File: src/rtl/cdc_host_ctrl.sv
// LC8951-style CDC host interface: indirect 68k register file, command/status
// FIFOs, DMA byte counter/address with transfer-end IRQ, and decoder IRQ pulse.

module cdc_host_fifo #(
   parameter int DEPTH = 8
) (
   input  logic       clk_sys,
   input  logic       nRESET,
   input  logic       i_push,
   input  logic       i_pop,
   input  logic [7:0] i_din,
   output logic [7:0] o_dout,
   output logic       o_empty,
   output logic       o_full
);
   localparam int AW = $clog2(DEPTH);

   logic [7:0]    r_mem [DEPTH];
   logic [AW-1:0] r_wp;
   logic [AW-1:0] r_rp;
   logic [AW:0]   r_cnt;
   logic          w_push;
   logic          w_pop;

   assign o_empty = (r_cnt == '0);
   assign o_full  = (r_cnt == (AW+1)'(DEPTH));
   assign o_dout  = r_mem[r_rp];

   // a pop frees the slot, so push-while-full is accepted only alongside a pop
   assign w_pop  = i_pop & ~o_empty;
   assign w_push = i_push & (~o_full | w_pop);

   always_ff @(posedge clk_sys) begin
      if (w_push) r_mem[r_wp] <= i_din;
   end

   always_ff @(posedge clk_sys or negedge nRESET) begin
      if (!nRESET) begin
         r_wp  <= '0;
         r_rp  <= '0;
         r_cnt <= '0;
      end else begin
         if (w_push) r_wp <= r_wp + AW'(1);
         if (w_pop)  r_rp <= r_rp + AW'(1);
         case ({w_push, w_pop})
            2'b10:   r_cnt <= r_cnt + (AW+1)'(1);
            2'b01:   r_cnt <= r_cnt - (AW+1)'(1);
            default: r_cnt <= r_cnt;
         endcase
      end
   end
endmodule

module cdc_host_ctrl #(
   parameter int INT_CYCLES = 21600,
   parameter int CMD_DEPTH  = 8,
   parameter int STAT_DEPTH = 8,
   parameter int DBC_W      = 12
) (
   input  logic        clk_sys,
   input  logic        nRESET,
   input  logic        CLK_EN,
   input  logic        nWR,
   input  logic        nRD,
   input  logic        RS,
   input  logic [7:0]  DIN,
   output logic [7:0]  DOUT,
   input  logic [31:0] HEADER_DIN,
   input  logic        SECTOR_READY,
   input  logic        XFER_STB,
   output logic        XFER_ACT,
   output logic [15:0] XFER_ADDR,
   output logic [7:0]  CMD_DOUT,
   output logic        CMD_VALID,
   input  logic        CMD_POP,
   input  logic [7:0]  STAT_DIN,
   input  logic        STAT_PUSH,
   output logic        STAT_FULL,
   output logic        CDC_nIRQ
);
   localparam int CW = $clog2(INT_CYCLES + 1);
   // DTEI fills the DBCH bits above the counter's high part
   localparam logic [7:0] DTEI_MASK = 8'(~((16'd1 << (DBC_W - 8)) - 16'd1));

   typedef enum logic {S_IDLE = 1'b0, S_BUSY = 1'b1} st_t;

   st_t              r_st;
   st_t              w_st_nxt;
   logic             r_nwr_d, r_nrd_d, r_sr_d;
   logic [3:0]       r_ar;
   logic [7:0]       r_dout;
   logic [DBC_W-1:0] r_dbc;
   logic [15:0]      r_dac;
   logic [15:0]      r_wa;
   logic             r_cmdien, r_dteien, r_decien, r_douten, r_decen;
   logic             r_dtei, r_deci, r_nvalst, r_nirq;
   logic [CW-1:0]    r_cnt;
   logic [31:0]      r_head;

   logic             w_wr, w_rd, w_wr1, w_rd1;
   logic [15:0]      w_we;
   logic             w_busy, w_trg, w_stb, w_last, w_rise, w_cmdi;
   logic             w_cmd_empty, w_cmd_full, w_cmd_push, w_cmd_pop;
   logic             w_st_empty, w_st_full;
   logic [7:0]       w_st_dout;
   logic [7:0]       w_ifstat, w_dbch, w_rdata;

   assign w_wr   = CLK_EN & r_nwr_d & ~nWR;
   assign w_rd   = CLK_EN & r_nrd_d & ~nRD;
   assign w_wr1  = w_wr & RS;
   assign w_rd1  = w_rd & RS;
   assign w_we   = w_wr1 ? (16'd1 << r_ar) : 16'd0;

   assign w_busy = (r_st == S_BUSY);
   assign w_trg  = w_we[6] & r_douten & ~w_busy;
   assign w_stb  = CLK_EN & XFER_STB & w_busy;
   assign w_last = w_stb & (r_dbc == '0);
   assign w_rise = CLK_EN & SECTOR_READY & ~r_sr_d;
   assign w_cmdi = ~w_st_empty;

   assign w_cmd_pop  = CLK_EN & CMD_POP;
   assign w_cmd_push = w_we[0] & (~w_cmd_full | (w_cmd_pop & ~w_cmd_empty));

   cdc_host_fifo #(.DEPTH(CMD_DEPTH)) u_cmd_fifo (
      .clk_sys (clk_sys),
      .nRESET  (nRESET),
      .i_push  (w_cmd_push),
      .i_pop   (w_cmd_pop),
      .i_din   (DIN),
      .o_dout  (CMD_DOUT),
      .o_empty (w_cmd_empty),
      .o_full  (w_cmd_full)
   );

   cdc_host_fifo #(.DEPTH(STAT_DEPTH)) u_stat_fifo (
      .clk_sys (clk_sys),
      .nRESET  (nRESET),
      .i_push  (CLK_EN & STAT_PUSH),
      .i_pop   (w_rd1 & (r_ar == 4'd0)),
      .i_din   (STAT_DIN),
      .o_dout  (w_st_dout),
      .o_empty (w_st_empty),
      .o_full  (w_st_full)
   );

   always_ff @(posedge clk_sys or negedge nRESET) begin
      if (!nRESET) r_st <= S_IDLE;
      else         r_st <= w_st_nxt;
   end

   always_comb begin
      w_st_nxt = r_st;
      case (r_st)
         S_IDLE:  if (w_trg)  w_st_nxt = S_BUSY;
         S_BUSY:  if (w_last) w_st_nxt = S_IDLE;
         default: w_st_nxt = S_IDLE;
      endcase
   end

   assign w_ifstat = {~w_cmdi, ~r_dtei, ~r_deci, 1'b1, ~w_busy, 1'b1, 1'b1, 1'b1};
   assign w_dbch   = 8'(r_dbc >> 8) | (r_dtei ? DTEI_MASK : 8'h00);

   always_comb begin
      w_rdata = 8'h00;
      case (r_ar)
         4'd0:    w_rdata = w_st_empty ? 8'h00 : w_st_dout;
         4'd1:    w_rdata = w_ifstat;
         4'd2:    w_rdata = r_dbc[7:0];
         4'd3:    w_rdata = w_dbch;
         4'd4:    w_rdata = r_head[7:0];
         4'd5:    w_rdata = r_head[15:8];
         4'd6:    w_rdata = r_head[23:16];
         4'd7:    w_rdata = r_head[31:24];
         4'd8:    w_rdata = 8'h04;
         4'd10:   w_rdata = r_wa[7:0];
         4'd11:   w_rdata = r_wa[15:8];
         4'd12:   w_rdata = 8'h80;
         4'd15:   w_rdata = {r_nvalst, 7'b0};
         default: w_rdata = 8'h00;
      endcase
   end

   // bus front end: strobe edge registers, address pointer, read latch
   always_ff @(posedge clk_sys or negedge nRESET) begin
      if (!nRESET) begin
         r_nwr_d <= 1'b1;
         r_nrd_d <= 1'b1;
         r_ar    <= 4'd0;
         r_dout  <= 8'h00;
      end else begin
         if (CLK_EN) begin
            r_nwr_d <= nWR;
            r_nrd_d <= nRD;
         end
         if (w_wr & ~RS)
            r_ar <= DIN[3:0];
         else if ((w_wr1 | w_rd1) & (r_ar != 4'd0))
            r_ar <= r_ar + 4'd1;
         if (w_rd)
            r_dout <= RS ? w_rdata : {4'b0, r_ar};
      end
   end

   always_ff @(posedge clk_sys or negedge nRESET) begin
      if (!nRESET) begin
         r_cmdien <= 1'b0;
         r_dteien <= 1'b0;
         r_decien <= 1'b0;
         r_douten <= 1'b0;
         r_decen  <= 1'b0;
         r_wa     <= 16'h0000;
      end else begin
         if (w_we[1]) begin
            r_cmdien <= DIN[7];
            r_dteien <= DIN[6];
            r_decien <= DIN[5];
            r_douten <= DIN[1];
         end
         if (w_we[8])  r_wa[7:0]  <= DIN;
         if (w_we[9])  r_wa[15:8] <= DIN;
         if (w_we[10]) r_decen    <= DIN[7];
      end
   end

   // DBC wraps to all-ones on the last byte, which is exactly a decrement from 0
   always_ff @(posedge clk_sys or negedge nRESET) begin
      if (!nRESET) begin
         r_dbc  <= '0;
         r_dac  <= 16'h0000;
         r_dtei <= 1'b0;
      end else begin
         if (w_stb) begin
            r_dbc <= r_dbc - DBC_W'(1);
            r_dac <= r_dac + 16'd1;
         end else if (!w_busy) begin
            if (w_we[2]) r_dbc[7:0]       <= DIN;
            if (w_we[3]) r_dbc[DBC_W-1:8] <= DIN[DBC_W-9:0];
            if (w_we[4]) r_dac[7:0]       <= DIN;
            if (w_we[5]) r_dac[15:8]      <= DIN;
         end
         if (w_last)       r_dtei <= 1'b1;
         else if (w_we[7]) r_dtei <= 1'b0;
      end
   end

   always_ff @(posedge clk_sys or negedge nRESET) begin
      if (!nRESET) begin
         r_sr_d   <= 1'b0;
         r_deci   <= 1'b0;
         r_nvalst <= 1'b1;
         r_cnt    <= '0;
         r_head   <= 32'h0;
      end else begin
         if (CLK_EN) r_sr_d <= SECTOR_READY;
         if (w_rise & r_decen) begin
            r_deci   <= 1'b1;
            r_nvalst <= 1'b0;
            r_cnt    <= '0;
            r_head   <= HEADER_DIN;
         end else begin
            if (CLK_EN & ~r_nvalst) begin
               if (r_cnt == CW'(INT_CYCLES - 1)) begin
                  r_nvalst <= 1'b1;
                  r_deci   <= 1'b0;
                  r_cnt    <= '0;
               end else begin
                  r_cnt <= r_cnt + CW'(1);
               end
            end
            if (w_rd1 & (r_ar == 4'd15)) r_deci <= 1'b0;
         end
      end
   end

   always_ff @(posedge clk_sys or negedge nRESET) begin
      if (!nRESET)     r_nirq <= 1'b1;
      else if (CLK_EN) r_nirq <= ~((w_cmdi & r_cmdien) | (r_dtei & r_dteien) | (r_deci & r_decien));
   end

   assign DOUT      = r_dout;
   assign XFER_ACT  = w_busy;
   assign XFER_ADDR = r_dac;
   assign CMD_VALID = ~w_cmd_empty;
   assign STAT_FULL = w_st_full;
   assign CDC_nIRQ  = r_nirq;
endmodule

File: config.mk
export PLATFORM = sky130hd
export DESIGN_NAME = cdc_host_ctrl
export DESIGN_NICKNAME = d
export VERILOG_FILES = /design/src/rtl/cdc_host_ctrl.sv
export SDC_FILE = /design/constraint.sdc
export NUM_CORES = 1
export LEC_CHECK = 0
export ABC_AREA = 1
export CAP_MARGIN = 30
export CORE_ASPECT_RATIO = 2
export CORE_MARGIN = 2
export CORE_UTILIZATION = 30
export DETAILED_ROUTE_END_ITERATION = 10
export GPL_ROUTABILITY_DRIVEN = 0
export SYNTH_ARGS = -nofsm -noshare
export SYNTH_HDL_FRONTEND = slang
export SYNTH_SLANG_ARGS = --single-unit
File: constraint.sdc
create_clock -name clk_sys -period 2.4 [get_ports clk_sys]
set_input_delay 0.48 -clock clk_sys [delete_from_list [all_inputs] [get_ports clk_sys]]
set_output_delay 0.48 -clock clk_sys [all_outputs]
set_load 0.01 [all_outputs]
== Yosys cells after proc, flatten, opt, wreduce, memory -nomap -nowiden ==
Memory sizes are Yosys's and may differ from the RTL's.
Cells that the tools add are included.
Widths: inputs -> output; s select.

* Add/sub/neg operators: 12
* Equality and inequality tests: 20
* Shift operators: 1
* Mux-type cells: 36
* Bitwise logic cells: 48
* Reductions and logical operators: 23

{| class="wikitable"
|+ Operators by type and width
! operator !! number
|-
| $pmux 8 s13 || 1
|-
| $mux 8 || 6
|-
| $mux 15 || 3
|-
| $mux 16 || 2
|-
| $and 1x1->1 || 29
|-
| $eq 4x4->1 const B || 7
|-
| $mux 12 || 2
|-
| $reduce_bool 2->1 || 10
|-
| $add 16x1->16 const B || 1
|-
| $eq 4x3->1 const B || 4
|-
| $pmux 4 s2 || 2
|-
| $add 15x1->15 const B || 1
|-
| $eq 15x15->1 const B || 1
|-
| $mux 1 || 15
|-
| $not 1->1 || 13
|-
| $add 3x1->3 const B || 4
|-
| $add 4x1->4 const B || 3
|-
| $logic_not 12->1 || 1
|-
| $logic_not 4->1 || 3
|-
| $mux 4 || 3
|-
| $reduce_and 2->1 || 6
|-
| $sub 12x1->12 const B || 1
|-
| $mux 11 || 1
|-
| $shl 1x4->11 const A || 1
|-
| 11 further kinds || 20
|}

* Flip-flop bits (word level): 136
* Bits in writable memories: 128
* Bits of input ports: 58
* Output and inout port bits: 36
* Logic and storage cells: 171
* Memories kept: 2

{| class="wikitable"
|+ Memory list
! name !! words !! width !! read ports !! clocked after Yosys merged registers in !! write ports !! line !! text
|-
| u_cmd_fifo.r_mem || 8 || 8 || 1 || 0 || 1 || 18 || <nowiki>logic [7:0] r_mem [DEPTH];</nowiki>
|-
| u_stat_fifo.r_mem || 8 || 8 || 1 || 0 || 1 || 18 ||
|}

== Depth between registers and ports, before layout ==
* Word-level depth: 9
* Depth in mapped cells: 14
* Mapped depth without buffers: 14

== Hierarchy ==
Synthesis repeated with hierarchy kept, for this count alone.

* Cells, all modules: 1390
* Area, all modules: 12782.3 µm²

{| class="wikitable"
|+ Modules (own cells, without submodules)
! module !! instances !! cells an instance !! area each (µm²) !! seq. area each (µm²)
|-
| cdc_host_ctrl || 1 || 880 || 6542.5 || 2907.8
|-
| cdc_host_fifo (u_stat_fifo) || 1 || 255 || 3121.7 || 2172.1
|-
| cdc_host_fifo (u_cmd_fifo) || 1 || 255 || 3118.0 || 2172.1
|}

== Least setup slack after synthesis ==
Ideal clock, no wire load.

* Path type: input to register
* Start point: input CLK_EN
* End point: register u_cmd_fifo.r_cnt[2]
* Arrival time: 2.250 ns
* Slack: 0.031 ns
* Cell stages on the path: 14
* Path buffers: 2
* Cell sequence: buf_6 nand3_2 nor2_2 buf_4 inv_2 nor2_4 nand2_1 ha_1 xor2_1 ha_1 a21oi_1 a21oi_1 o21ai_0 o21a_1

* Cells in the longest elaborated chain, start to end: 8

{| class="wikitable"
|+ Ends and longest elaborated chain
! item !! line !! text
|-
| start, declared || 62 || <nowiki>input logic CLK_EN,</nowiki>
|-
| $and 1x1->1 (2 in a row) || 108 || <nowiki>assign w_wr = CLK_EN & r_nwr_d & ~nWR;</nowiki>
|-
| $and 1x1->1 || 110 || <nowiki>assign w_wr1 = w_wr & RS;</nowiki>
|-
| $mux 11 || 112 || <nowiki>assign w_we = w_wr1 ? (16'd1 << r_ar) : 16'd0;</nowiki>
|-
| $and 1x1->1 || 122 || <nowiki>assign w_cmd_push = w_we[0] & (~w_cmd_full | (w_cmd_pop & ~w_cmd_empty));</nowiki>
|-
| $and 1x1->1 || 31 || <nowiki>assign w_push = i_push & (~o_full | w_pop);</nowiki>
|-
| $eq 2x1->1 or $eq 2x2->1 (tied branches) || 45 || <nowiki>case ({w_push, w_pop})</nowiki>
|-
| $pmux 4 s2 or $reduce_bool 2->1 (tied branches) || - ||
|-
| end signal, assigned || 46 || <nowiki>2'b10: r_cnt <= r_cnt + (AW+1)'(1);</nowiki>
|-
| end signal, assigned || 47 || <nowiki>2'b01: r_cnt <= r_cnt - (AW+1)'(1);</nowiki>
|-
| end signal, assigned || 48 || <nowiki>default: r_cnt <= r_cnt;</nowiki>
|-
| end, declared || 21 || <nowiki>logic [AW:0] r_cnt;</nowiki>
|}

Several ways; a longest one is shown, not always the timed one.
A chain may end at the register's enable or synchronous reset.

== Worst setup path in the final report ==
* Start point: register u_cmd_fifo.r_rp[0]
* End point: output CMD_DOUT[6]

* Cells in the longest elaborated chain, start to end: 1

{| class="wikitable"
|+ Ends and longest elaborated chain
! item !! line !! text
|-
| start, declared || 20 || <nowiki>logic [AW-1:0] r_rp;</nowiki>
|-
| start signal, assigned || 44 || <nowiki>if (w_pop) r_rp <= r_rp + AW'(1);</nowiki>
|-
| $mem_v2 8x8 || - ||
|-
| end, declared || 73 || <nowiki>output logic [7:0] CMD_DOUT,</nowiki>
|}

No other way between the ends.

==> impl_metrics.env <==
export IMPL_drcViolationCount=0
export IMPL_finalCritPeriodShare_pct=98.71
export IMPL_die_h_um=294.4
export IMPL_hp_class="in -> async"
export IMPL_synth_avg_cell_area_sq_um=9.011
export IMPL_grt_max_degree=49
export IMPL_worst_path_buf_inv=5
export IMPL_worstSetupPathType="reg -> out"
export IMPL_finalNonFillerCells=2147
export IMPL_setup_viol=0
export IMPL_syn_cell_area_sq_um=12650
export IMPL_rsz0062_at_grt="true"
export IMPL_p_leak_nw=6.793
export IMPL_synth_cell_type_count=50
export IMPL_cp_startpoint="u_cmd_fifo.r_rp[0]"
export IMPL_cts_sinks=264
export IMPL_max_freq_mhz=422.1
export IMPL_cts_buffer_depth=3
export IMPL_antenna_found_initial=1
export IMPL_wl_per_cell_um=18.40
export IMPL_status="finished clean"
export IMPL_via_per_inst=4.913
export IMPL_synth_seq_cells=264
export IMPL_dp_cells=2085
export IMPL_antenna_cells=0
export IMPL_area_growth_pct=26.47
export IMPL_p_total_mw=17.41
export IMPL_die_area_sq_um=43930
export IMPL_postRouteAntennaNets=0
export IMPL_cp_common_cell="nand2_1"
export IMPL_fill_cells=4169
export IMPL_clock_latency_ns=0.56
export IMPL_syn_num_nets=1482
export IMPL_htreeDepth=1
export IMPL_maxCapViolations=0
export IMPL_root_buffer="clkbuf_16"
export IMPL_critical_path_reg2reg_startpoint="u_cmd_fifo.r_cnt[1]"
export IMPL_synth_edf_count=128
export IMPL_cts_tree="built"
export IMPL_num_nets_final=1667
export IMPL_io_pins=94
export IMPL_clkTransAtPathRegs_ns=0.06
export IMPL_crit_family="buffers and inverters"
export IMPL_routed_wl_um=39510
export IMPL_die_width_um=149.2
export IMPL_min_period_ns=2.369
export IMPL_syn_inst=1404
export IMPL_ir_drop_v=0.0005650
export IMPL_cp_slowest_cell="dfrtp_2"
export IMPL_path_cells="clkinv_4 > buf_12 > buf_16 > buf_4 > nor2_1 > o32ai_1 > nand2_1 > nand2_1 > buf_2"
export IMPL_rows=106
export IMPL_io_buffers=93
export IMPL_post_route_util_pct=38.30
export IMPL_drive_gt1_share_pct=14.13
export IMPL_start_util_pct=30.28
export IMPL_gr_total_overflow=0
export IMPL_end_kind="output port"
export IMPL_synth_largest_area_cell="edfxtp_1"
export IMPL_placed_area_sq_um=14800
export IMPL_report_final_slew_viol_count=0
export IMPL_synth_top_flop_cell="dfrtp_1"
export IMPL_cts_buffers=25
export IMPL_drtIter0Drc=677
export IMPL_critical_path_max_stage_delay_ns=0.42
export IMPL_required_ns=1.92
export IMPL_tightest_slew_ns=0.6630
export IMPL_hold_viol_final=0
export IMPL_arrival_ns=1.89
export IMPL_seq_area_frac_synth_pct=57.32
export IMPL_synth_area_leaders="edfxtp_1 30%, dfrtp_1 26%, nand2_1 11%, nor2_1 5.9%, o21ai_0 4.5%"
export IMPL_final_area_sq_um=16000
export IMPL_drt_first_pass_iters=6
export IMPL_relSlewSlack_pct=55.33
export IMPL_crit_fanout=5
export IMPL_grt_first_pass_wirelength_um=60730
export IMPL_synth_top_area_share_pct=30.38
export IMPL_dp_hpwl_um=30370
export IMPL_synthArstFlopShare_pct=51.52
export IMPL_grt_pass1_vias=10990
export IMPL_grt_usage_pct=18.20
export IMPL_yosys_warnings=0
export IMPL_fin_skew_ns=0.02216
export IMPL_core_area_sq_um=41780
export IMPL_via_count=10550
export IMPL_startpoint_type="flip-flop"
export IMPL_p_per_area_nw_per_um2=1088
report_power, final:
part	internal, mW	switching, mW
clock	2.25	1.80
combinational	2.81	3.95
sequential	5.70	0.894
area by class of cell:
cell class	count	area, sq um	area share, %
clock buffers	30	674.4	4.215
well taps	540	675.6	4.223
multi-input cells	974	4858	30.37
repair buffers	199	1902	11.89
flip-flops and latches	264	7254	45.34
clock inverters	15	157.7	0.9854
inverters	125	476.7	2.980
synthesized netlist by cell type (2+ instances only):
| cell type | number |
|---|---|
| o21ai_0 | 114 |
| a21oi_1 | 19 |
| nor2_2 | 7 |
| o21a_1 | 2 |
| nand2_2 | 4 |
| buf_4 | 2 |
| buf_2 | 11 |
| nand3_4 | 2 |
| inv_1 | 113 |
| o22ai_1 | 3 |
| nand3_2 | 6 |
| xor2_1 | 16 |
| nand2_1 | 372 |
| a31oi_1 | 3 |
| inv_2 | 8 |
| buf_6 | 2 |
| dfstp_2 | 4 |
| edfxtp_1 | 128 |
| ha_1 | 19 |
| clkbuf_1 | 23 |
| o221ai_1 | 4 |
| nand3_1 | 97 |
| nand3b_1 | 2 |
| o32ai_1 | 16 |
| nand4_1 | 18 |
| o21ai_1 | 11 |
| clkinv_1 | 3 |
| o211ai_1 | 14 |
| dfrtp_1 | 132 |
| nand2_4 | 2 |
| nor3_1 | 20 |
| buf_1 | 3 |
| nor2_1 | 198 |
| xnor2_1 | 8 |
| nor2_4 | 3 |
repair_timing:
action | in CTS | in global routing
buffers inserted | 11 | 1
hold endpoints to repair | 41 | 0
gates resized for setup | 75 | 16
setup endpoints to repair | 10 | 11
pin swaps | 15 | 11
cloned | 4 | 0
hold buffers | 1 | 0
worst register-to-register path: cells and delay by family, from the launching register on:
kind,cells,cell delay [ns]
AND/OR/NAND/NOR,5,0.57
flip-flops,1,0.47
adder cells (fa/ha/maj),2,0.44
AO/OA/AOI/OAI,4,0.44
XOR/XNOR,1,0.17
logic make-up after synthesis:
kind of cell	count (synthesis)	synth area share (%)
AO/OA/AOI/OAI	194	9.010
XOR/XNOR	24	1.662
adder cells (fa/ha/maj)	20	2.037
buffers and inverters	166	5.232
flip-flops	264	57.32
AND/OR/NAND/NOR	736	24.74
path summary, 6_finish.rpt:
path	end	depth (start not counted)	slack, ns
hold reg to reg	r_head[6]	2	0.49
setup / recovery	CMD_DOUT[6]	9	0.03
hold / removal	r_head[16]	2	0.45
min in group clk_sys	r_head[31]	3	0.48
max in group asynchronous	CDC_nIRQ	3	1.25
setup reg to reg	u_cmd_fifo.r_cnt[2]	12	0.18
cells in the final DEF, fill, tap and decap left out, drive strengths merged, types with 3 or more instances in the layout:
cell type      instances
clkinv                11
o22ai                  3
o211ai                14
a31oi                  4
o21ai                126
buf                  115
o32ai                 16
xor2                  16
nor2                 209
nand4                 19
clkinvlp               3
clkdlybuf4s50         82
dfrtp                132
edfxtp               128
nand3                105
a21oi                 20
ha                    19
dfstp                  4
inv                  124
nand2                378
xnor2                  8
nor3                  20
o221ai                 4
clkbuf                30
state kept, by name, summed over array words and instances (netlist names), 4 cells and up:
name,flops
r_wa,16
u_cmd_fifo.r_cnt,4
DOUT,8
r_cnt,15
u_cmd_fifo.r_mem,64
u_stat_fifo.r_mem,64
r_ar,4
u_stat_fifo.r_cnt,4
r_head,32
XFER_ADDR,16
r_dbc,12
stage by stage:
step                      hold WS [ns]  setup TNS, ns  setup WS, ns
final                           0.4458              0       0.03096
after floorplan                 0.1844              0       0.03146
after detailed placement        0.4495         -10.53       -0.4069
after global placement          0.4446         -7.018       -0.2936
after CTS                       0.4462       -0.01140      -0.01140
after global routing            0.4805        -0.2297      -0.05023
routing by layer:
| metal | vias up | track usage (%) | share of wire (%) |
|---|---|---|---|
| li1 | 5045 | - | - |
| met1 | 5047 | 16.61 | 32 |
| met2 | 321 | 36.07 | 56 |
| met3 | 135 | 1.687 | 3.4 |
| met4 | 0 | 13.38 | 8.3 |
| met5 | - | 0 | 0 |
Power figures use the tool's default switching activity.
